`src/rtl/gcd_bcd_display.sv`:
```
// Result stage for the GCD unit: converts the captured result to BCD with a sequential
// double-dabble engine and scans it onto a 4-digit seven-segment display. GCD_LEADING_ZERO_BLANK_EN enables leading-zero blanking.
module gcd_bcd_display #(
    parameter int REFRESH_BITS = 17
) (
    input  logic        clk,
    input  logic        rst,
    input  logic        done,
    input  logic [15:0] gcd,
    output logic        busy,
    output logic        valid,
    output logic [19:0] bcd,
    output logic [3:0]  an,
    output logic [6:0]  seg
);

    localparam logic [0:0] IDLE = 1'b0;
    localparam logic [0:0] CONV = 1'b1;

    localparam logic [6:0] SEG_BLANK = 7'b1111111;
    localparam logic [6:0] SEG_DASH  = 7'b0111111;

    logic [0:0]              state_reg;
    logic [15:0]             sreg_reg;
    logic [19:0]             acc_reg;
    logic [3:0]              iter_reg;
    logic [19:0]             bcd_reg;
    logic                    valid_reg;
    logic [REFRESH_BITS-1:0] cnt_reg;
    logic [3:0]              an_reg;
    logic [6:0]              seg_reg;

    logic [19:0]             acc_adj;
    logic [19:0]             acc_next;
    logic [15:0]             sreg_next;
    logic [1:0]              digit_sel;
    logic [6:0]              digit_glyph [4];
    logic [3:0]              upper_zero;
    logic [3:0]              an_next;
    logic [6:0]              seg_next;

    function automatic logic [6:0] glyph(input logic [3:0] d);
        logic [6:0] g;
        case (d)
            4'd0:    g = 7'b1000000;
            4'd1:    g = 7'b1111001;
            4'd2:    g = 7'b0100100;
            4'd3:    g = 7'b0110000;
            4'd4:    g = 7'b0011001;
            4'd5:    g = 7'b0010010;
            4'd6:    g = 7'b0000010;
            4'd7:    g = 7'b1111000;
            4'd8:    g = 7'b0000000;
            4'd9:    g = 7'b0010000;
            default: g = SEG_BLANK;
        endcase
        return g;
    endfunction

    // Add-3 correction on every nibble that would overflow past 9 after the shift.
    generate
        for (genvar gi = 0; gi < 5; gi++) begin : g_adjust
            assign acc_adj[4*gi +: 4] = (acc_reg[4*gi +: 4] >= 4'd5) ?
                                        acc_reg[4*gi +: 4] + 4'd3 :
                                        acc_reg[4*gi +: 4];
        end
    endgenerate

    assign acc_next  = {acc_adj[18:0], sreg_reg[15]};
    assign sreg_next = {sreg_reg[14:0], 1'b0};

    always_ff @(posedge clk) begin
        if (rst) begin
            state_reg <= IDLE;
            sreg_reg  <= 16'd0;
            acc_reg   <= 20'd0;
            iter_reg  <= 4'd0;
            bcd_reg   <= 20'd0;
            valid_reg <= 1'b0;
        end else begin
            case (state_reg)
                IDLE: begin
                    if (done) begin
                        sreg_reg  <= gcd;
                        acc_reg   <= 20'd0;
                        iter_reg  <= 4'd0;
                        state_reg <= CONV;
                    end
                end
                CONV: begin
                    acc_reg  <= acc_next;
                    sreg_reg <= sreg_next;
                    iter_reg <= iter_reg + 4'd1;
                    if (iter_reg == 4'd15) begin
                        bcd_reg   <= acc_next;
                        valid_reg <= 1'b1;
                        state_reg <= IDLE;
                    end
                end
                default: state_reg <= IDLE;
            endcase
        end
    end

    always_ff @(posedge clk) begin
        if (rst) begin
            cnt_reg <= '0;
        end else begin
            cnt_reg <= cnt_reg + 1'b1;
        end
    end

    assign digit_sel = cnt_reg[REFRESH_BITS-1 -: 2];

    // upper_zero[k]: digit k and everything above it (within the four shown digits) is zero.
    generate
        for (genvar gi = 0; gi < 4; gi++) begin : g_digit
            assign digit_glyph[gi] = glyph(bcd_reg[4*gi +: 4]);
            assign upper_zero[gi]  = (bcd_reg[15:4*gi] == '0);
        end
    endgenerate

    always_comb begin
        an_next  = 4'b1111;
        seg_next = SEG_BLANK;
        if (valid_reg) begin
            an_next = ~(4'b0001 << digit_sel);
            if (bcd_reg[19:16] != 4'd0) begin
                seg_next = SEG_DASH;
            end else begin
                seg_next = digit_glyph[digit_sel];
`ifdef GCD_LEADING_ZERO_BLANK_EN
                if (digit_sel != 2'd0 && upper_zero[digit_sel]) begin
                    an_next  = 4'b1111;
                    seg_next = SEG_BLANK;
                end
`endif
            end
        end
    end

    always_ff @(posedge clk) begin
        if (rst) begin
            an_reg  <= 4'b1111;
            seg_reg <= SEG_BLANK;
        end else begin
            an_reg  <= an_next;
            seg_reg <= seg_next;
        end
    end

`ifndef GCD_LEADING_ZERO_BLANK_EN
    logic unused_upper_zero;
    assign unused_upper_zero = ^upper_zero;
`endif

    assign busy  = (state_reg == CONV);
    assign valid = valid_reg;
    assign bcd   = bcd_reg;
    assign an    = an_reg;
    assign seg   = seg_reg;

endmodule

```
`config.mk`:
```
export PLATFORM = sky130hd
export DESIGN_NAME = gcd_bcd_display
export DESIGN_NICKNAME = d
export VERILOG_FILES = /design/src/rtl/gcd_bcd_display.sv
export SDC_FILE = /design/constraint.sdc
export NUM_CORES = 1
export LEC_CHECK = 0
export CORE_ASPECT_RATIO = 1.75
export CORE_MARGIN = 3
export CORE_UTILIZATION = 58
export CTS_CLUSTER_DIAMETER = 200
export CTS_CLUSTER_SIZE = 24
export DETAILED_ROUTE_END_ITERATION = 10
export PLACE_DENSITY = 0.87
export SYNTH_ARGS = -nofsm -noshare
export SYNTH_HDL_FRONTEND = slang
export SYNTH_SLANG_ARGS = --single-unit
```
`constraint.sdc`:
```
create_clock -name clk -period 3.25 [get_ports clk]
set_clock_uncertainty 0.1 [all_clocks]
set_input_delay 0.65 -clock clk [delete_from_list [all_inputs] [get_ports clk]]
set_output_delay 0.65 -clock clk [all_outputs]
set_load 0.02 [all_outputs]
```
==> impl_metrics.py <==
metrics = {
    "floorplan": {
        "die-width_um": 83.9,
        "die-area_um2": 11900,
        "standard_cell_core_area_um2": 10300,
        "start_util_pct": 59.8,
        "placementRows": 49,
        "top_level_ports": 52,
        "chipHeight_um": 142,
    },
    "global_route": {
        "grt_max_degree": 67,
        "grt_pass1_wl_um": 24200,
        "first_global_vias": 5166,
        "grt.total_usage_pct": 25.2,
        "globalRouteOverflowTotal": 0,
        "number_of_antenna_violations_at_the_first_check_in_global_routing": 0,
    },
    "route": {
        "antenna_left": 0,
        "wirelength_um": 14500,
        "vias_per_cell": 5.99,
        "num_vias": 5165,
        "wirelength_met1_um": 5350,
        "drt_pass1_iterations": 5,
        "route.detailed.drc": 0,
        "routed-wl-met3_um": 657,
        "top_signal_layer_used": "met4",
        "wl_per_cell_um": 16.9,
        "dr.first_iter.drc_count": 316,
        "detailroute.wirelength.met2_um": 8050,
    },
    "yosys": {
        "synth.avg_cell_area_um2": 9.03,
        "dominant_cell_type_by_area_after_synthesis": "dfxtp_1",
        "synth.cell_area_um2": 6160,
        "ys_seq_elements": 118,
        "yosysUniqueCellTypes": 63,
        "syn_nets": 733,
        "synth_most_common_cell": "dfxtp_1",
        "yosys-top-cells-count": "dfxtp_1, nor2_1, a21oi_1, nand2_1, nor3_1",
        "postSynth.topFlopCell": "dfxtp_1",
        "synth_largest_type_area_fraction_pct": 38.3,
        "synth-edff-count": 0,
        "synth_cells": 682,
        "synth.top_cells.by_area": "dfxtp_1, ha_1, nor2_1",
        "synth-seq-area-share_pct": 38.3,
        "yosys_warnings": 0,
        "postSynth.asyncResetShare_pct": 0,
    },
    "place": {
        "detailedPlacementHpwl_um": 10300,
        "buffer_ports.inserted": 51,
        "placed_cell_area_um2": 6670,
        "place_worst_setup_slack_ns": 0.430,
        "globalplace.congestion": 0.866,
        "place_inst": 830,
    },
    "clock_tree": {
        "clock_insertion_delay_worst_skew_ns": 0.42,
        "postCtsSetupBuffers": 0,
        "cts_root_buffer": "clkbuf_16",
        "numCtsBuffers": 17,
        "cts_num_sinks": 118,
        "tritoncts": "built",
        "clock_tree.htree_level_count": 4,
        "cts_hold_repair.buffers": 0,
        "cts-root-to-sink-buffers": 2,
        "clock_pin_slew_worst_setup_and_hold_paths_ns": 0.05,
        "cts_resized": 0,
    },
    "sta": {
        "timing.final.crit_share_pct": 87.7,
        "worst_pin_slew_ns": 0.699,
        "grt_setup_unrepaired": "no",
        "tns_ns": 0,
        "period_minus_slack_ns": 2.85,
        "worst_setup_slack_after_layout_ns": 0.400,
        "timing.slew.headroom_pct": 53.3,
        "total_setup_violations_reported_at_the_end_of_the_flow": 0,
        "fmax_mhz": 351,
        "finalHoldViolations": 0,
        "maxSlewViolCount": 0,
    },
    "layout": {
        "syn_to_final_growth_pct": 17.3,
        "insertedDiodeCount": 0,
        "layout-drive-gt1-share_pct": 12.5,
        "nets": 773,
        "largest_register_ffs": 28,
        "fin_area_um2": 7230,
        "layout.cells.non_filler": 862,
    },
    "critical_path": {
        "critPathArrivalTime_ns": 3.07,
        "crit_path_end_kind": "flip-flop",
        "worst_setup_path_start_kind": "flip-flop",
        "worstPathMaxFanout": 7,
        "critPathKind": "reg2reg",
        "data_required_time_at_the_worst_endpoint_ns": 3.47,
    },
    "job": {
        "drv.max_cap_violation_count": 0,
    },
    "pwr": {
        "p_per_area_nw_per_um2": 469,
        "ir_drop_mv": 0.506,
        "leakagePower_nw": 2.73,
    },
    "hold_path": {
        "hold_path_class": "reg2reg",
    },
    "status": {
        "run_status": "completed",
    },
}
## stage by stage
stage               hold slack [ns]  util (%)  power (W)
floorplan                     0.330         -    0.00160
global placement              0.345      64.7    0.00164
detailed placement            0.352      64.7    0.00164
CTS                           0.364      70.2    0.00341
global route                  0.402      70.2    0.00349
finish                        0.360      70.2    0.00339
## where the power goes
part	total (W)	internal, W	switching [W]
Clock	0.00177	0.00114	0.000634
Combinational	0.000137	0.0000548	0.0000820
Sequential	0.00148	0.00147	0.0000129
Total	0.00339	0.00266	0.000729
## critical path: stages (launching register included)
cell      delay, ns
dfxtp_1        0.38
inv_1          0.11
ha_1           0.30
and2b_1        0.23
o21a_1         0.22
o31ai_1        0.29
nor2b_1        0.33
inv_1          0.14
ha_1           0.23
a21oi_1        0.12
o211ai_1       0.13
a22oi_1        0.17
## path summary, 6_finish.rpt
check,start,end,slack (ns),cells past startpoint
setup / recovery,acc_reg[4],digit_glyph[18],0.40,11
hold / removal,cnt_reg[0],cnt_reg[0],0.36,1
setup reg to reg,acc_reg[4],digit_glyph[18],0.40,11
hold reg to reg,cnt_reg[0],cnt_reg[0],0.36,1
## per-layer routing
metal	vias up	global-route usage, %
li1	2501	-
met1	2455	25.1
met2	167	48.5
met3	42	5.04
met4	0	12.9
met5	-	0
## area by class of cell
cell class                      count  area, um^2
Inverter                           37         139
Fill cell                         756        3070
Clock buffer                       22         454
Sequential cell                   118        2360
Tap cell                          127         159
Multi-Input combinational cell    487        3420
Timing Repair Buffer               61         583
Clock inverter                     10         105
## logic make-up after synthesis
logic type | share of synthesized area [%]
and+or+nand+nor | 20.5
AOI/OAI and AO/OA | 19.6
DFF | 38.3
buffers and inverters | 6.11
adders and majority gates | 6.50
muxes | 5.48
xor gates and xnor gates | 3.41
## cells in the final DEF, fill, tap and decap left out, drive strengths merged, types with 7 or more instances in the layout
| cell type | instances |
|---|---|
| a211oi | 14 |
| a21oi | 48 |
| a221oi | 8 |
| a31oi | 10 |
| and3 | 8 |
| buf | 11 |
| clkbuf | 22 |
| clkdlybuf4s50 | 50 |
| clkinv | 7 |
| dfxtp | 118 |
| ha | 32 |
| inv | 36 |
| mux2i | 18 |
| mux4 | 7 |
| nand2 | 39 |
| nand3 | 17 |
| nor2 | 94 |
| nor2b | 16 |
| nor3 | 37 |
| o21ai | 19 |
| o31ai | 7 |
| xnor2 | 14 |
| xor2 | 10 |
No activity file was read; power rests on OpenSTA's default activity.
